<file path="src/rtl/pwm_decoder.sv">
// PWM receive-side decoder: synchronises an asynchronous PWM waveform and
// recovers its duty code and period, flagging off-nominal periods and stuck inputs.
module pwm_decoder #(
  parameter int unsigned CNT_W   = 16,
  parameter int unsigned PERIOD  = 256,
  parameter int unsigned TOL     = 2,
  parameter int unsigned TIMEOUT = 1024
) (
  input  logic             clk,
  input  logic             rst,
  input  logic             pwm_in,
  output logic [7:0]       duty_out,
  output logic [CNT_W-1:0] period_out,
  output logic             valid,
  output logic             period_err,
  output logic             stuck
);

  localparam logic [CNT_W-1:0] CNT_MAX  = '1;
  localparam logic [CNT_W-1:0] CNT_ONE  = CNT_W'(1);
  localparam logic [CNT_W-1:0] TO_VAL   = CNT_W'(TIMEOUT);
  localparam logic [CNT_W-1:0] PER_LO   = CNT_W'(PERIOD - TOL);
  localparam logic [CNT_W-1:0] PER_HI   = CNT_W'(PERIOD + TOL);
  localparam logic [CNT_W-1:0] DUTY_MAX = CNT_W'(255);

  typedef enum logic [1:0] {IDLE, HIGH, LOW} state_t;

  state_t           state, state_d;
  logic             sync1, s, s_prev;
  logic             rise, fall, timeout_hit;
  logic [CNT_W-1:0] hi_cnt, per_cnt, hi_cnt_d, per_cnt_d;
  logic [CNT_W-1:0] hi_inc, per_inc;
  logic [7:0]       duty_d;
  logic [CNT_W-1:0] period_d;
  logic             valid_d, period_err_d, stuck_d;

  // Two-flop synchroniser followed by the previous-level flop for edge detection
  always_ff @(posedge clk) begin
    if (rst) begin
      sync1  <= 1'b0;
      s      <= 1'b0;
      s_prev <= 1'b0;
    end else begin
      sync1  <= pwm_in;
      s      <= sync1;
      s_prev <= s;
    end
  end

  assign rise    = s & ~s_prev;
  assign fall    = ~s & s_prev;
  assign hi_inc  = (hi_cnt == CNT_MAX) ? hi_cnt : hi_cnt + CNT_ONE;
  assign per_inc = (per_cnt == CNT_MAX) ? per_cnt : per_cnt + CNT_ONE;

  // A rise at the timeout cycle wins; an already-reported stall in IDLE stays silent
  assign timeout_hit = (per_cnt == TO_VAL) && !rise && !((state == IDLE) && stuck);

  always_ff @(posedge clk) begin
    if (rst) state <= IDLE;
    else     state <= state_d;
  end

  always_comb begin
    state_d = state;
    case (state)
      IDLE: if (rise) state_d = HIGH;
      HIGH: begin
        if (timeout_hit)  state_d = IDLE;
        else if (fall)    state_d = LOW;
      end
      LOW: begin
        if (rise)             state_d = HIGH;
        else if (timeout_hit) state_d = IDLE;
      end
      default: state_d = IDLE;
    endcase
  end

  always_comb begin
    hi_cnt_d     = hi_cnt;
    per_cnt_d    = per_cnt;
    duty_d       = duty_out;
    period_d     = period_out;
    period_err_d = period_err;
    stuck_d      = stuck;
    valid_d      = 1'b0;
    case (state)
      IDLE: begin
        if (rise) begin
          hi_cnt_d  = CNT_ONE;
          per_cnt_d = CNT_ONE;
        end else begin
          if (per_cnt != TO_VAL) per_cnt_d = per_inc;
          if (timeout_hit) begin
            duty_d       = 8'h00;
            period_d     = '0;
            period_err_d = 1'b1;
            stuck_d      = 1'b1;
            valid_d      = 1'b1;
          end
        end
      end
      HIGH: begin
        if (timeout_hit) begin
          duty_d       = 8'hFF;
          period_d     = '0;
          period_err_d = 1'b1;
          stuck_d      = 1'b1;
          valid_d      = 1'b1;
        end else begin
          per_cnt_d = per_inc;
          if (!fall) hi_cnt_d = hi_inc;
        end
      end
      LOW: begin
        if (rise) begin
          duty_d       = (hi_cnt > DUTY_MAX) ? 8'hFF : hi_cnt[7:0];
          period_d     = per_cnt;
          period_err_d = (per_cnt < PER_LO) || (per_cnt > PER_HI);
          stuck_d      = 1'b0;
          valid_d      = 1'b1;
          hi_cnt_d     = CNT_ONE;
          per_cnt_d    = CNT_ONE;
        end else if (timeout_hit) begin
          duty_d       = 8'h00;
          period_d     = '0;
          period_err_d = 1'b1;
          stuck_d      = 1'b1;
          valid_d      = 1'b1;
        end else begin
          per_cnt_d = per_inc;
        end
      end
      default: begin
        hi_cnt_d  = '0;
        per_cnt_d = '0;
      end
    endcase
  end

  // Counters and registered result outputs
  always_ff @(posedge clk) begin
    if (rst) begin
      hi_cnt     <= '0;
      per_cnt    <= '0;
      duty_out   <= 8'h00;
      period_out <= '0;
      valid      <= 1'b0;
      period_err <= 1'b0;
      stuck      <= 1'b0;
    end else begin
      hi_cnt     <= hi_cnt_d;
      per_cnt    <= per_cnt_d;
      duty_out   <= duty_d;
      period_out <= period_d;
      valid      <= valid_d;
      period_err <= period_err_d;
      stuck      <= stuck_d;
    end
  end

endmodule

</file>
<file path="config.mk">
export PLATFORM = sky130hd
export DESIGN_NAME = pwm_decoder
export DESIGN_NICKNAME = d
export VERILOG_FILES = /design/src/rtl/pwm_decoder.sv
export SDC_FILE = /design/constraint.sdc
export NUM_CORES = 1
export LEC_CHECK = 0
export CORE_UTILIZATION = 30
export DETAILED_ROUTE_END_ITERATION = 12
export HOLD_SLACK_MARGIN = 0.08
export PLACE_DENSITY = 0.52
export SETUP_SLACK_MARGIN = 0.05
export SYNTH_ARGS = -nofsm -noshare
export SYNTH_HDL_FRONTEND = slang
export SYNTH_SLANG_ARGS = --single-unit
export TNS_END_PERCENT = 100
</file>
<file path="constraint.sdc">
create_clock -name clk -period 5.3 [get_ports clk]
set_input_delay 0.53 -clock clk [delete_from_list [all_inputs] [get_ports clk]]
set_output_delay 0.53 -clock clk [all_outputs]
set_load 0.03 [all_outputs]
</file>
==> qor.txt <==
R2R Setup Slk -> 2.63 ns
Die height -> 104.4 microns
H-tree depth -> 3
Pint -> 0.8097 mW
Count leader, synth -> dfxtp_1
RSZ-0062 raised after global routing -> no
Hold depth -> 1
First-pass GRT wire length -> 13220 microns
WP buf/inv -> 1
Synth top area share -> 0.4072
Final hold slack -> 0.4478 ns
Sequential power share -> 0.425
Tmin final -> 2.794 ns
Crit-path most repeated cell -> nand2_1
CTS buffer count -> 9
Power share of the combinational group -> 0.286
VDD IR max -> 106.8 uV
Antenna violations before repair -> 0
Syn. warnings -> 0
Seq/Total Area, Yosys -> 0.4072
WHS Endpoint -> s$_SDFF_PP0_
Ports -> 30
Seq cells post-synth -> 64
Setup TNS -> 0 ns
Layout net count -> 417
Gate Count Post-Synth -> 385
Die Wd -> 104.4 microns
CTS sink cnt -> 64
Routability cong. -> 0.8224
Reg-to-reg critical path startpoint -> per_cnt[0]$_SDFFE_PP0P_
Hold WC Path Type -> register to register
Violated checks -> DRC
Outcome -> finished with violations
R2r endpoint -> period_out[14]$_SDFFE_PP0P_
Port Buffers -> 29
Initial Utilization -> 0.3076
Dpl hpwl -> 5523 microns
CP required -> 5.54 ns
Crit path launch type -> primary input
Area growth syn-to-layout -> 17.46%
Fraction of final layout cells sized beyond drive strength 1 -> 0.06846
Antenna viol nets, final -> 0
Final period utilization -> 0.5272
Max-slew violation total from the final report -> 0
GRT Residual Overflow -> 0
Reg clk slew, reported paths -> 0.07 ns
Avg Cell Area, Syn -> 8.173 sq um
Max-cap violations -> 0
Commonest cells in the netlist -> dfxtp_1 (64), nor2_1 (57), nand2_1 (29)
Synth top area cells -> dfxtp_1 (41%), nor2_1 (6.8%), a22o_1 (4.5%)
Post-Syn Area -> 3147 sq um
Vias -> 2807
CTS hold repair buffers -> 0
Setup CP Type -> primary input to register
Worst stage delay on the critical path -> 0.73 ns
Post-Route Skew -> 0.009816 ns
Clock share of power -> 0.289
Clock tree buffer depth -> 2
Worst Path Max Fanout -> 18
Max Clock Freq -> 0.3579 GHz
Pwr Density -> 340.3 nW/um^2
Async set or reset register ratio after synthesis -> 0
Mapped Nets -> 395
Core area -> 10230 sq um
Iteration-0 DRC count of the detailed router -> 188
Avg WL per Cell -> 14.48 microns
# diodes -> 0
CTS root buffer -> clkbuf_8
# Post-CTS Setup Buffers -> 0
Clock Latency Late Sink -> 0.33 ns
Static leakage -> 1.273 nW
Sw Share -> 0.3563
Row count -> 37
DIE AREA -> 10900 sq um
Routed vias/inst -> 5.150
Final setup fails -> 0
Hold Crit Start -> sync1$_SDFF_PP0_
Yosys cell types -> 56
TritonCTS clock tree -> built
Max_slew headroom -> 0.2362
Slowest library cell on the worst path -> clkdlybuf4s50_1
NetSw -> 0.4482 mW
Hold Fails Final Rpt -> 0
Critical Path End Type -> register
Routed WL -> 7890 microns
R2R cell count -> 8
EDFF count, synth -> 0
DRT Pass-1 Iters -> 8
Top FF cell, synth -> dfxtp_1
CP Cell Sequence -> clkdlybuf4s50_1, nor2_1, nand2_1, nor3_4, nand2_1, o41ai_2
Dominant cell type by area after synthesis -> dfxtp_1
DR DRC count -> 2
# resized after CTS -> 0
Critical path arrival -> 3.03 ns
Number of global-route vias before repair -> 2662
Top delay family on crit path -> simple AND/OR/NAND/NOR gates
Largest net degree at the start of global routing -> 19
Worst-margin pin slew -> 1.141 ns
Gr usage total -> 0.1484
-- cells by family after synthesis --
group,count (synthesis),share of synthesized area
AND/OR/NAND/NOR,180,0.2935
buffers and inverters,27,0.03778
XOR/XNOR,2,0.005568
adder cells (fa/ha/maj),7,0.02783
flip-flops,64,0.4072
multiplexers,3,0.009543
AO/OA/AOI/OAI,102,0.2187
-- layout make-up --
type	count	area, sq um
fill	1039	6535
multi-input combinational	294	1753
sequential	64	1281
timing repair buffer	31	305.3
tap	136	170.2
clock buffer	12	155.1
inverter	7	26.28
clock inverter	1	5.005
-- how the worst max path moves through the flow --
| stage | cells past startpoint | end | startpoint | slack [ns] |
|---|---|---|---|---|
| final | 6 | hi_cnt[15]$_SDFFE_PP0P_ | rst | 2.51 |
| after global routing | 6 | hi_cnt[15]$_SDFFE_PP0P_ | rst | 2.32 |
| after CTS | 6 | hi_cnt[15]$_SDFFE_PP0P_ | rst | 2.52 |
| after detailed placement | 6 | hi_cnt[15]$_SDFFE_PP0P_ | rst | 2.15 |
| after global placement | 6 | hi_cnt[15]$_SDFFE_PP0P_ | rst | 2.30 |
| after floorplan | 9 | hi_cnt[15]$_SDFFE_PP0P_ | state[0]$_SDFFE_PP0P_ | 3.22 |
-- stage by stage --
stage                     instances  utilization  instance area (sq um)  power, mW  setup WS, ns
final                           545       0.3613                   3696      1.258         2.506
after floorplan                 385            -                   3147     0.8114         3.222
after global placement          532       0.3456                   3536     0.9008         2.299
after CTS                       545       0.3613                   3696      1.270         2.516
after detailed placement        532       0.3456                   3536     0.9015         2.152
after global routing            545       0.3613                   3696      1.334         2.315
-- worst reg2reg max path: stages, from the launching register on --
cell and delay, ns:
dfxtp_1 0.43, inv_1 0.13, ha_1 0.21, and3b_1 0.20, and4_1 0.19, nand3_1 0.20
a21oi_1 0.12, nor2_1 0.87, a22o_1 0.26
-- metal layers --
layer / wire length (microns) / vias up / GRT usage / share of wire
li1: - / 1445 / - / -
met1: 4132 / 1312 / 0.2177 / 0.52
met2: 3374 / 46 / 0.2110 / 0.43
met3: 332 / 4 / 0.03383 / 0.042
met4: 49 / 0 / 0.04898 / 0.0062
met5: 0 / - / 0 / 0
-- state kept, by name (all words and copies together) (netlist names) --
signal,count
per_cnt,16
s,1
sync1,1
period_out,16
state,2
period_err,1
hi_cnt,16
duty_out,8
valid,1
stuck,1
s_prev,1
-- power groups by stage --
| stage | clock network [mW] | registers, mW | logic, mW |
|---|---|---|---|
| global route | 0.397 | 0.538 | 0.398 |
| floorplan | 0 | 0.551 | 0.261 |
| finish | 0.364 | 0.535 | 0.359 |
| detailed placement | 0 | 0.545 | 0.356 |
| CTS | 0.379 | 0.534 | 0.357 |
| global placement | 0 | 0.546 | 0.355 |
-- cell usage in the layout (no fill, tap or decap), types with 4 or more instances in the layout --
| master | count |
|---|---|
| dfxtp_1 | 64 |
| nor2_1 | 57 |
| nand2_1 | 29 |
| clkdlybuf4s50_1 | 29 |
| a21oi_1 | 25 |
| nand3_1 | 22 |
| o21ai_1 | 16 |
| a22o_1 | 16 |
| o21ai_0 | 12 |
| clkbuf_8 | 11 |
| or3_1 | 10 |
| o2bb2ai_1 | 9 |
| and3_1 | 8 |
| nor3_1 | 8 |
| inv_1 | 7 |
| nand4_1 | 7 |
| ha_1 | 7 |
| nand2b_1 | 6 |
| nor2b_1 | 5 |
| nor4_1 | 4 |
| a31oi_1 | 4 |
(Power assumes the default switching activity.)
